File: src/rtl/enc_pkg.sv
// Shared constants and state encoding for the encoder sample controller.
package enc_pkg;

    localparam logic [1:0] ST_IDLE    = 2'b00;
    localparam logic [1:0] ST_ARM     = 2'b01;
    localparam logic [1:0] ST_COUNT   = 2'b11;
    localparam logic [1:0] ST_CAPTURE = 2'b10;

    localparam logic [15:0] CNT_SAT_POS = 16'h7FFF;
    localparam logic [15:0] CNT_SAT_NEG = 16'h8001;

    localparam int MIN_PERIOD = 2;

    typedef enum logic [1:0] {
        IDLE    = ST_IDLE,
        ARM     = ST_ARM,
        COUNT   = ST_COUNT,
        CAPTURE = ST_CAPTURE
    } state_e;

endpackage

File: src/rtl/encoder_sample_ctrl_if.sv
// Control/status bundle between the register layer, the 4x counter and the sample controller.
interface encoder_sample_ctrl_if #(
    parameter int CNT_W = 16,
    parameter int WIN_W = 24,
    parameter int POS_W = 32
);
    logic                    enable;
    logic                    single;
    logic                    start;
    logic [WIN_W-1:0]        cfg_period;
    logic                    pos_clr;
    logic signed [CNT_W-1:0] cnt_in;
    logic                    cnt_clr_n;
    logic signed [CNT_W-1:0] speed_sample;
    logic                    speed_valid;
    logic                    speed_sat;
    logic signed [POS_W-1:0] position;
    logic [15:0]             win_count;
    logic                    busy;

    modport master (
        output enable, single, start, cfg_period, pos_clr, cnt_in,
        input  cnt_clr_n, speed_sample, speed_valid, speed_sat, position, win_count, busy
    );

    modport slave (
        input  enable, single, start, cfg_period, pos_clr, cnt_in,
        output cnt_clr_n, speed_sample, speed_valid, speed_sat, position, win_count, busy
    );
endinterface

File: src/rtl/enc_window_timer.sv
// Loadable down-counter that stops at zero; zero_o marks the last COUNT cycle of a window.
module enc_window_timer #(
    parameter int WIN_W = 24
) (
    input  logic             clk,
    input  logic             rst,
    input  logic             load_i,
    input  logic [WIN_W-1:0] load_val_i,
    input  logic             dec_i,
    output logic             zero_o
);
    logic [WIN_W-1:0] value_q, value_d;

    always_comb begin
        value_d = value_q;
        if (load_i) begin
            value_d = load_val_i;
        end else if (dec_i && (value_q != '0)) begin
            value_d = value_q - WIN_W'(1);
        end
    end

    always_ff @(posedge clk or posedge rst) begin
        if (rst) begin
            value_q <= '0;
        end else begin
            value_q <= value_d;
        end
    end

    assign zero_o = (value_q == '0);
endmodule

File: src/rtl/encoder_sample_ctrl.sv
// Splits the encoder count into back-to-back windows of P cycles, captures each window
// as a signed speed sample and integrates samples into a wrapping position accumulator.
module encoder_sample_ctrl
    import enc_pkg::*;
#(
    parameter int CNT_W = 16,
    parameter int WIN_W = 24,
    parameter int POS_W = 32
) (
    input logic                 clk,
    input logic                 rst,
    encoder_sample_ctrl_if.slave bus
);
    state_e                  state_q, state_d;
    logic                    tmr_load, tmr_dec, tmr_zero;
    logic                    capture;
    logic                    cnt_clr_n;
    logic [WIN_W-1:0]        period_eff, tmr_load_val;
    logic signed [CNT_W-1:0] sample_q;
    logic                    sat_q, sat_d;
    logic                    valid_q;
    logic signed [POS_W-1:0] pos_q, pos_d, cnt_ext;
    logic [15:0]             win_cnt_q;

    // Timer runs P-1 COUNT cycles; the clear cycle (ARM or CAPTURE) makes up the P-th.
    assign period_eff   = (bus.cfg_period < WIN_W'(MIN_PERIOD)) ? WIN_W'(MIN_PERIOD)
                                                                 : bus.cfg_period;
    assign tmr_load_val = period_eff - WIN_W'(MIN_PERIOD);

    always_comb begin
        state_d   = state_q;
        tmr_load  = 1'b0;
        tmr_dec   = 1'b0;
        capture   = 1'b0;
        cnt_clr_n = 1'b0;
        unique case (state_q)
            IDLE: begin
                if (bus.enable && (!bus.single || bus.start)) begin
                    state_d = ARM;
                end
            end
            ARM: begin
                if (!bus.enable) begin
                    state_d = IDLE;
                end else begin
                    tmr_load = 1'b1;
                    state_d  = COUNT;
                end
            end
            COUNT: begin
                cnt_clr_n = 1'b1;
                if (!bus.enable) begin
                    state_d = IDLE;
                end else if (tmr_zero) begin
                    state_d = CAPTURE;
                end else begin
                    tmr_dec = 1'b1;
                end
            end
            CAPTURE: begin
                capture = 1'b1;
                // The capture clear cycle doubles as the restart of the next window.
                if (bus.enable && !bus.single) begin
                    tmr_load = 1'b1;
                    state_d  = COUNT;
                end else begin
                    state_d = IDLE;
                end
            end
            default: state_d = IDLE;
        endcase
    end

    enc_window_timer #(
        .WIN_W (WIN_W)
    ) u_timer (
        .clk        (clk),
        .rst        (rst),
        .load_i     (tmr_load),
        .load_val_i (tmr_load_val),
        .dec_i      (tmr_dec),
        .zero_o     (tmr_zero)
    );

    assign cnt_ext = {{(POS_W-CNT_W){bus.cnt_in[CNT_W-1]}}, bus.cnt_in};
    assign sat_d   = (bus.cnt_in == CNT_SAT_POS) || (bus.cnt_in == CNT_SAT_NEG);

    // A clear landing with a capture applies first, so the new sample survives.
    always_comb begin
        pos_d = bus.pos_clr ? '0 : pos_q;
        if (capture) begin
            pos_d = pos_d + cnt_ext;
        end
    end

    always_ff @(posedge clk or posedge rst) begin
        if (rst) begin
            state_q   <= IDLE;
            sample_q  <= '0;
            sat_q     <= 1'b0;
            valid_q   <= 1'b0;
            pos_q     <= '0;
            win_cnt_q <= '0;
        end else begin
            state_q <= state_d;
            valid_q <= capture;
            pos_q   <= pos_d;
            if (capture) begin
                sample_q  <= bus.cnt_in;
                sat_q     <= sat_d;
                win_cnt_q <= win_cnt_q + 16'd1;
            end
        end
    end

    assign bus.cnt_clr_n    = cnt_clr_n;
    assign bus.speed_sample = sample_q;
    assign bus.speed_valid  = valid_q;
    assign bus.speed_sat    = sat_q;
    assign bus.position     = pos_q;
    assign bus.win_count    = win_cnt_q;
    assign bus.busy         = (state_q != IDLE);
endmodule

File: src/flat_wrapper.sv
// flat-port wrapper written by rule: the top's interface ports become plain ports
module encoder_sample_ctrl_flat import enc_pkg::*;
#(
    parameter int CNT_W = 16,
    parameter int WIN_W = 24,
    parameter int POS_W = 32
)
  (clk, rst, bus_enable, bus_single, bus_start, bus_cfg_period, bus_pos_clr, bus_cnt_in, bus_cnt_clr_n, bus_speed_sample, bus_speed_valid, bus_speed_sat, bus_position, bus_win_count, bus_busy);
  encoder_sample_ctrl_if #(.CNT_W(CNT_W), .WIN_W(WIN_W), .POS_W(POS_W)) bus_i ();
  input logic clk;
  input logic rst;
  input wire logic [$bits(bus_i.enable)-1:0] bus_enable;
  input wire logic [$bits(bus_i.single)-1:0] bus_single;
  input wire logic [$bits(bus_i.start)-1:0] bus_start;
  input wire logic [$bits(bus_i.cfg_period)-1:0] bus_cfg_period;
  input wire logic [$bits(bus_i.pos_clr)-1:0] bus_pos_clr;
  input wire logic [$bits(bus_i.cnt_in)-1:0] bus_cnt_in;
  output wire logic [$bits(bus_i.cnt_clr_n)-1:0] bus_cnt_clr_n;
  output wire logic [$bits(bus_i.speed_sample)-1:0] bus_speed_sample;
  output wire logic [$bits(bus_i.speed_valid)-1:0] bus_speed_valid;
  output wire logic [$bits(bus_i.speed_sat)-1:0] bus_speed_sat;
  output wire logic [$bits(bus_i.position)-1:0] bus_position;
  output wire logic [$bits(bus_i.win_count)-1:0] bus_win_count;
  output wire logic [$bits(bus_i.busy)-1:0] bus_busy;
  assign bus_i.enable = bus_enable;
  assign bus_i.single = bus_single;
  assign bus_i.start = bus_start;
  assign bus_i.cfg_period = bus_cfg_period;
  assign bus_i.pos_clr = bus_pos_clr;
  assign bus_i.cnt_in = bus_cnt_in;
  assign bus_cnt_clr_n = bus_i.cnt_clr_n;
  assign bus_speed_sample = bus_i.speed_sample;
  assign bus_speed_valid = bus_i.speed_valid;
  assign bus_speed_sat = bus_i.speed_sat;
  assign bus_position = bus_i.position;
  assign bus_win_count = bus_i.win_count;
  assign bus_busy = bus_i.busy;
  encoder_sample_ctrl #(.CNT_W(CNT_W), .WIN_W(WIN_W), .POS_W(POS_W)) u_core (.clk(clk), .rst(rst), .bus(bus_i));
endmodule
File: config.mk
export PLATFORM = sky130hd
export DESIGN_NAME = encoder_sample_ctrl_flat
export DESIGN_NICKNAME = d
export VERILOG_FILES = /design/src/rtl/enc_pkg.sv /design/src/rtl/encoder_sample_ctrl_if.sv /design/src/rtl/enc_window_timer.sv /design/src/rtl/encoder_sample_ctrl.sv /design/src/flat_wrapper.sv
export SDC_FILE = /design/constraint.sdc
export NUM_CORES = 1
export LEC_CHECK = 0
export ABC_AREA = 1
export BUFFER_PORTS_ARGS = -buffer_cell sky130_fd_sc_hd__buf_2
export CAP_MARGIN = 20
export CORE_AREA = 2 2 120 122
export DETAILED_ROUTE_END_ITERATION = 10
export DIE_AREA = 0 0 122 124
export PLACE_DENSITY = 0.86
export RECOVER_POWER = 100
export SYNTH_ARGS = -nofsm -noshare
export SYNTH_HDL_FRONTEND = slang
export SYNTH_HIERARCHICAL = 1
export SYNTH_SLANG_ARGS = --single-unit
File: constraint.sdc
create_clock -name clk -period 2.5 [get_ports clk]
set_input_delay 0.25 -clock clk [delete_from_list [all_inputs] [get_ports clk]]
set_output_delay 0.25 -clock clk [all_outputs]
set_load 0.02 [all_outputs]
==> results, run 1 <==
- The worst setup path is launched from a flop.
- The clock tree skew after final layout is 9.22 ps.
- The worst-case IR drop observed on VDD is 0.000443 V.
- Walking the worst path, the cells encountered are inv_1 -> nor2_1 -> ha_1 -> inv_1 -> fa_1 -> inv_1 -> nand3_1 -> nand3_1 -> nand2_1 -> nand3_2 -> nand2_1 -> nand2_1 -> nand2_1 -> nand3_1 -> o21ai_0.
- The number of nets in the layout is 1,465.
- The cell with the most instances on the worst path is nand2_1.
- The antenna diode instance count is 0.
- The area of the placeable core is 0.0137 sq mm.
- For this run, design rule violations remaining after detail routing come to 0.
- The proportion of total power due to net switching is 48.3%.
- The average wire length per cell after detail routing is 13.9 um.
- The deepest level of the CTS H-tree is 3.
- In this run the static leakage power is 4.98 nW.
- The type of the worst setup path is flop to flop.
- Cells with a size suffix above 1 make up 9.47% of the layout.
- The number of DRC markers after the initial detailed-route iteration is 816.
- Cells fill 65.2% of the core in the end.
- Power comes to 7.55 mW.
- The number of pins exceeding their max-slew limit in the final report was 0.
- Derived from the worst setup path, the maximum achievable clock frequency is 431 MHz.
- The initial antenna violation count was 0.
- The total congestion overflow is 0.
- The reported net switching power is 3.65 mW.
- The total wirelength of the detailed-routed design is 21,700 um.
- TritonCTS built the clock tree.
- The overall die area is 0.0151 sq mm.
- Along the worst path, the maximum fanout reaches 4.
- Counting along the longest clock path gives a buffer depth of 2.
- The average size of a mapped cell is 6.34 sq um.
- For the pin with the worst max-slew slack, the measured transition is 1440 ps.
- The clock network burns 18.8% of the power.
- The total of buffers placed on input and output ports is 113.
- The data arrival time of the critical path is 2530 ps.
- The cell type with the highest aggregate area in the netlist is dfrtp_1.
- When the netlist entered floorplanning its net count stood at 1,351.
- The first global-routing pass estimated 35,400 um of wire.
- The initialized floorplan defines 43 standard-cell rows.
- The combinational family with the most area after synthesis is simple AND/OR/NAND/NOR gates.
- The number of flops mapped to enable cells by yosys is 0.
- The post-CTS clock slew at the launch and capture registers of the worst setup and hold paths is 80 ps.
- Combinational logic is responsible for 49.7% of the overall power.
- The part of the Yosys area used for sequential elements is 28.7%.
- The fraction of synthesized cell area taken by the top area cell type is 28.7%.
- The layout overhead on the synthesized area is 11.7%.
- After Yosys synthesis, XOR and XNOR cells account for 5.03% of the synthesized area.
- The via count of the first global-routing pass is 7,562.
- The total setup violations reported at the end of the flow is 0.
- The cell family contributing the most delay on the critical path is simple AND/OR/NAND/NOR gates.
- The compound-cell area share of the yosys netlist is 6.48%.
- After synthesis, the cell types taking the most area are dfrtp_1 (29%), nand2_1 (20%), inv_1 (10%).
- The HPWL reported at the end of detailed placement is 16,500 um.
- Yosys printed 6 warnings.
- After routing, the total negative slack on setup checks comes to 0 ps.
- The pre-antenna-repair detailed-routing pass consisted of 6 iterations.
- Together, buffers and inverters on the worst path number 3.
- Power spread over the standard cell area amounts to 844 mW/mm^2.
- Of the available clock period, the critical path in the final layout requires 92.8%.
- The synthesized instance count is 1,264.
- In this run the vertical extent of the chip is 124 um.
- The path class of the lowest-slack min-delay path is input port to flop.
- Per report_power, the sequential group accounts for 31.4% of the total.
- After Yosys synthesis, full adders, half adders and majority gates account for 6.50% of the synthesized area.
- The post-synthesis share of cell area spent on and, or, nand and nor gates is 41.2%.
- The internal power of the cells totals 3.90 mW.
- Once detail routing completed, the nets flagged for antenna violations numbered 0.
- From left edge to right edge, the die measures 122 um.
- Clock latency on the worst-skew pair, taken at its later pin, is 350 ps.
- The largest net degree at the start of global routing is 76.
- The congestion estimate from routability-driven global placement came to 0.957.
- The master of the slowest instance on the critical path is fa_1.
- The top cell types in the final layout, fill and taps aside, are nand2_1 (446), inv_1 (219), nor2_1 (123).
- STA puts the critical path data required time at 2700 ps.
- Once the floorplan was initialized, standard cells occupied 58.4% of the core.
- On the worst path, the slowest cell contributes a delay of 400 ps.
- The post-CTS setup-driven buffer insertion count is 0.
- Summing over every cut layer, the via total after detailed routing is 8,244.
- The synthesized area is 0.00801 sq mm.
- In this run the count of I/O pins placed on the die edge is 114.
- The clock root buffer is clkbuf_16.
- The number of distinct library cells after synthesis is 43.
- The number of hold-slack violations in the final timing report is 0.
- The number of clock buffers inserted by TritonCTS is 9.
- Global routing consumed, over all layers together, 29.4% of the routing resources.
- Counting every sink on the clock net gives 92.
- The leading cell type in the layout, fill and taps excluded is nand2_1.
- The number of storage elements in the synthesis netlist is 92.
- The dominant register cell in the synthesized netlist is dfrtp_1.
- The nature of the critical path endpoint is a flop.
- The time the final worst path needs with I/O delays and setup is 2320 ps.
- The average via count per standard cell is 5.27.
- The share of flip-flops with an asynchronous set or reset after synthesis is 100%.
- The relative max-transition margin is 3.88%.
- Setup repair after global routing left no endpoint under its margin.
- Measured against the total synthesized area, the mux share comes to 0.125%.
- The tool flagged a number of max-cap violations equal to 0.
- Across all hold checks on the routed design, the worst slack comes to 209 ps.
- The flow ran to the end, and the final reports show no timing, DRC or antenna violations.
==> registers in the layout, indices dropped and copies added, names as in the netlist <==
name,cells
u_core/bus.speed_sample,16
u_core/state_q,2
u_core/bus.speed_valid,1
u_core/bus.position,32
u_core/bus.speed_sat,1
u_core/bus.win_count,16
u_core/u_timer/value_q,24
==> power by group through the flow <==
stage | registers, mW | clock network (mW) | logic (mW)
floorplan | 2.66 | 0 | 2.51
global placement | 2.35 | 0 | 3.76
detailed placement | 2.38 | 0 | 3.85
CTS | 2.36 | 1.44 | 3.88
global route | 2.43 | 1.51 | 4.21
finish | 2.37 | 1.42 | 3.76
==> final cells by class <==
| class | count | area, sq um |
|---|---|---|
| Fill cell | 1238 | 4770 |
| Multi-Input combinational cell | 926 | 4700 |
| Sequential cell | 92 | 2300 |
| Inverter | 224 | 841 |
| Timing Repair Buffer | 125 | 576 |
| Clock buffer | 9 | 225 |
| Tap cell | 180 | 225 |
| Clock inverter | 7 | 73.8 |
==> worst register-to-register path: stages, from the launching register on <==
cell     delay (ps)
dfrtp_1         350
inv_1            60
nor2_1          130
ha_1            230
inv_1           100
fa_1            400
inv_1           110
nand3_1          80
nand3_1         160
nand2_1         100
nand3_2         110
nand2_1          80
nand2_1          70
nand2_1          50
nand3_1          60
o21ai_0         100
==> path summary, 6_finish.rpt <==
check                                                start                           to  slack (ps)  cells after the start
worst max-delay path                u_core/bus.position[0]      u_core/bus.position[20]         180                     15
worst min-delay path                        bus_cnt_in[13]  u_core/bus.speed_sample[13]         210                      3
worst max register to register      u_core/bus.position[0]      u_core/bus.position[20]         180                     15
worst min register to register  u_core/bus.speed_sample[0]   u_core/bus.speed_sample[0]         470                      2
max in group asynchronous                              rst    u_core/u_timer/value_q[3]         710                      4
min in group asynchronous                              rst      u_core/bus.win_count[8]         470                      3
==> metrics by stage <==
stage	worst slack, ps	cell area, sq um	cells
2_1_floorplan	287	8010	1264
3_3_place_gp	200	8790	1546
3_5_place_dp	141	8790	1546
4_1_cts	210	9100	1563
5_1_grt	13.9	8940	1563
6_report	179	8940	1563
==> metal layers <==
metal | track usage [%] | vias to the layer above | share of wire, %
met3 | 4.40 | 39 | 7.0
li1 | - | 4120 | -
met5 | 0 | - | 0
met1 | 37.1 | 3749 | 42
met4 | 10.1 | 0 | 1.9
met2 | 51.5 | 336 | 49
==> kinds of logic (layout without fill, tap and decap cells) <==
logic type	count (synthesis)	count (layout)
flip-flops	92	92
buffers and inverters	246	365
multiplexers	1	1
AND/OR/NAND/NOR	748	748
XOR/XNOR	46	46
adder cells (fa/ha/maj)	41	41
AO/OA/AOI/OAI	90	90
==> repair_timing <==
action,CTS,global route
endpoints found under the hold margin,34,0
setup endpoints to repair,0,15
hold buffers,1,0
resized for setup,0,1
==> Yosys cell counts (19+ instances only) <==
master and number:
a21oi_1 26, nand2_1 437, xnor2_1 25, dfrtp_1 92
o21ai_0 38, xor2_1 21, nor2_2 19, nand4_1 29
nor2_1 121, inv_1 218, nand3_1 80, ha_1 40
Note: power is estimated with default switching activity, not from simulation.
==> inputs of run 2 (changes only) <==
CORE_AREA = 2 2 117 119   (was 2 2 120 122)
CTS_BUF_LIST = sky130_fd_sc_hd__clkbuf_8   (was not set)
DIE_AREA = 0 0 119 121   (was 0 0 122 124)
PLACE_DENSITY = 0.87   (was 0.86)
SYNTH_HIERARCHICAL = not set   (was 1)
==> run 2 against run 1 <==
Against the previous run: the flow now finishes with violations (max-capacitance violations, max-slew violations); non-clock buffer count decreased by 3; die area shrank 4.8%; combinational power shrank 9.6%; sequential power up 2%; setup slack better by 33 ps; sequential share of layout area up 1.4 points; first-iteration DRC count decreased by 17%; power fell by 7.6%; maximum frequency increased by 1.5%; clock power down 18%; largest power group unchanged.
==> results, run 2 <==
- The register with the most flip-flops in the layout has 32 of them.
- The post-cts hold buffer count is 0.
- The dominant register cell in the synthesized netlist is dfrtp_1.
- After synthesis, flip-flops and latches occupy 30.0% of the total area.
- The detailed router finished its first iteration with 674 violations.
- No sink is reached through more buffers than the 2 on the longest clock path.
- The final weighted congestion of routability-driven global placement is 0.938.
- After detailed routing, the wire length on met1 is 8880 um.
- In this run the power density over the cells is 822 mW/mm^2.
- The cell leakage power is 4.64 nW.
- The antenna diode instance count is 0.
- The clock reaches the later pin of the worst-skew pair after 390 ps.
- The type of origin of the critical path is a flop.
- The die outline height is 121 um.
- The synthesized area is 0.00767 sq mm.
- The remaining number of nets flagged by the antenna check after routing is 0.
- The checks that failed: max-capacitance violations, max-slew violations.
- The count of synthesis-stage warnings from yosys is 0.
- Clock-pin slew was measured on the worst setup and hold paths at 90 ps.
- Across all layers, the routed design uses 7,884 vias.
- Counting flops with a built-in enable in the synthesized netlist gives 0.
- At the end of the flow the core is filled with cells to 64.9%.
- In the synthesized netlist, the cells that appear most often are nand2_1 (383), inv_1 (197), nor2_1 (135).
- In this design, the largest share of critical-path delay is due to simple AND/OR/NAND/NOR gates.
- The deepest level of the CTS H-tree is 3.
- The highest attainable clock frequency is 437 MHz.
- The met3 routed wirelength is 1160 um.
- Cells with a size suffix above 1 make up 7.67% of the layout.
- The relative max-transition margin is -38.8%.
- The path class of the lowest-slack min-delay path is input port to flop.
- The global-route wire length before repair is 34,000 um.
- Walking the worst path, the cells encountered are inv_1 -> ha_1 -> nand2_1 -> nor2_1 -> nand3_4 -> nand2_2 -> nand2_4 -> o21ai_0 -> inv_1 -> nand2_1 -> nand2_1.
- 114 I/O pins were placed.
- The total routing usage reported by global routing is 29.4%.
- The share of flip-flops with an asynchronous set or reset after synthesis is 100%.
- For the worst setup path, the data required time is 2770 ps.
- The starting utilization of the core area is 58.6%.
- The worst setup path is of the flop to flop kind.
- The layout overhead on the synthesized area is 10.8%.
- The core region is 0.0131 sq mm.
- The clock tree from TritonCTS is done.
- Counting every instance in the synthesized netlist gives 1,200.
- Among all stages on the critical path, the largest delay is contributed by dfrtp_1.
- IR analysis of the VDD net gives a maximum drop of 0.000510 V.
- The final layout contains 1,398 nets.
- Setup violations remaining at the end of the flow were counted as 0.
- Setup repair after global routing left no endpoint under its margin.
- The run finished, with violations left.
- In this design, the stage delay of the slowest critical-path cell is 410 ps.
- The cell type with the highest aggregate area in the netlist is dfrtp_1.
- The average size of a mapped cell is 6.39 sq um.
- Summing all non-filler instances in the final layout gives an area of 0.00849 sq mm.
- The clock tree skew after final layout is 10.8 ps.
- The initialized floorplan defines 42 standard-cell rows.
- Yosys instantiated no cell more often than nand2_1.
- The total congestion overflow is 0.
- Counting I/O delays and the setup requirement, the final critical path takes 2290 ps.
- The most numerous cell type found on the critical path is nand2_1.
- In the routed layout, each cell is associated on average with a via count of 5.28.
- The clock root buffer is clkbuf_8.
- The highest metal layer with signal wires is met4.
- The number of hold-slack violations in the final timing report is 0.
- The critical-path maximum fanout is 26.
- The die covers 0.0144 sq mm.
- Buffers placed on the I/O ports in this run total 113.
- For the final routed database, the setup TNS stands at 0 ps.
- The remaining routing DRC violations is 0.
- The number of pins exceeding their max-slew limit in the final report was 93.
- The number of clock buffers inserted by TritonCTS is 9.
- The largest net degree at the start of global routing is 93.
- Detailed placement finished with a half-perimeter wire length of 15,700 um.
- By area the synthesized netlist is led by dfrtp_1 (30%), nand2_1 (19%), inv_1 (9.6%).
- The post-placement cell area is 0.00842 sq mm.
- Max-cap violations in this run came to 1.
- After detailed routing, the average wire length per cell comes to 13.8 um.
- The data arrival time of the critical path is 2560 ps.
- When the netlist entered floorplanning its net count stood at 1,286.
- The clock net in this run drives a total of 92 sinks.
- The leading cell type in the layout, fill and taps excluded is nand2_1.
- The count of cells resized by post-cts repair is 0.
- The ratio of final minimum period to clock period is 91.5%.
- At the pin with the least slew margin, the transition time is 2080 ps.
- Measured along the x axis, the die boundary spans 119 um.
- The amount of wire on met2 after detailed routing is 10,000 um.
- The via count of the first global-routing pass came to 7,440.
- The number of distinct library cells after synthesis is 43.
- The library cells used most frequently in the layout, excluding fill and tap cells, are nand2_1 (384), inv_1 (198), nor2_1 (138).
- The worst slack on hold paths is 148 ps.
- For this run, the detailed router's first-pass iteration total came to 5.
- The fraction of synthesized cell area taken by the top area cell type is 30.0%.
- After clock tree synthesis, the setup repair step added 0 buffers.
- STA classifies the critical path endpoint as a flop.
- The number of buffers and inverters on the critical path is 2.
- The synthesized design contains 92 register bits.
- The initial antenna violation count is 0.
- The total wirelength of the detailed-routed design is 20,600 um.
[run 2: final timing paths]
kind                                             from                          to  slack (ps)  cells past startpoint
max                         u_core.u_timer.value_q[0]  u_core.u_timer.value_q[12]         210                     11
min                                     bus_cnt_in[0]  u_core.bus.speed_sample[0]         150                      3
max reg2reg                 u_core.u_timer.value_q[0]  u_core.u_timer.value_q[12]         210                     11
min reg2reg                u_core.bus.speed_sample[0]  u_core.bus.speed_sample[0]         480                      2
max in group asynchronous                         rst   u_core.u_timer.value_q[2]         630                      3
min in group asynchronous                         rst           u_core.state_q[1]         630                      3
[run 2: report_power, final]
part / total [mW] / internal (mW) / switching (mW)
registers: 2.42 / 1.98 / 0.438
clock network: 1.16 / 0.593 / 0.569
logic: 3.40 / 1.06 / 2.34
total: 6.98 / 3.63 / 3.34
[run 2: logic make-up (layout without fill, tap and decap cells)]
| group | after synthesis | in the layout | synth area share, % |
|---|---|---|---|
| AO/OA/AOI/OAI | 121 | 121 | 8.76 |
| XOR/XNOR | 47 | 47 | 5.37 |
| adder cells (fa/ha/maj) | 40 | 40 | 6.63 |
| buffers and inverters | 223 | 340 | 11.4 |
| flip-flops | 92 | 92 | 30.0 |
| AND/OR/NAND/NOR | 677 | 677 | 37.8 |
[run 2: worst reg2reg max path: stages, from the launching register on]
cell and delay [ps]:
dfrtp_1 410, inv_1 100, ha_1 230, nand2_1 190
nor2_1 370, nand3_4 100, nand2_2 210, nand2_4 250
o21ai_0 150, inv_1 60, nand2_1 60, nand2_1 50
[run 2: layout make-up]
| type | instances | area (sq um) |
|---|---|---|
| Fill cell | 1232 | 4590 |
| Multi-Input combinational cell | 885 | 4440 |
| Sequential cell | 92 | 2300 |
| Inverter | 202 | 764 |
| Timing Repair Buffer | 122 | 546 |
| Tap cell | 176 | 220 |
| Clock buffer | 10 | 138 |
| Clock inverter | 6 | 86.3 |
[run 2: routing by layer]
metal	up-vias	global-route usage (%)
met5	-	0
met4	0	10.6
met3	44	4.79
met2	263	51.3
met1	3603	36.7
li1	3974	-
[run 2: stage by stage]
step	setup slack (ps)	power (mW)	std cells
after floorplan	449	4.98	1200
after global placement	230	5.83	1476
after detailed placement	172	5.94	1476
after CTS	269	7.13	1492
after global routing	42.1	7.54	1493
final	212	6.98	1493
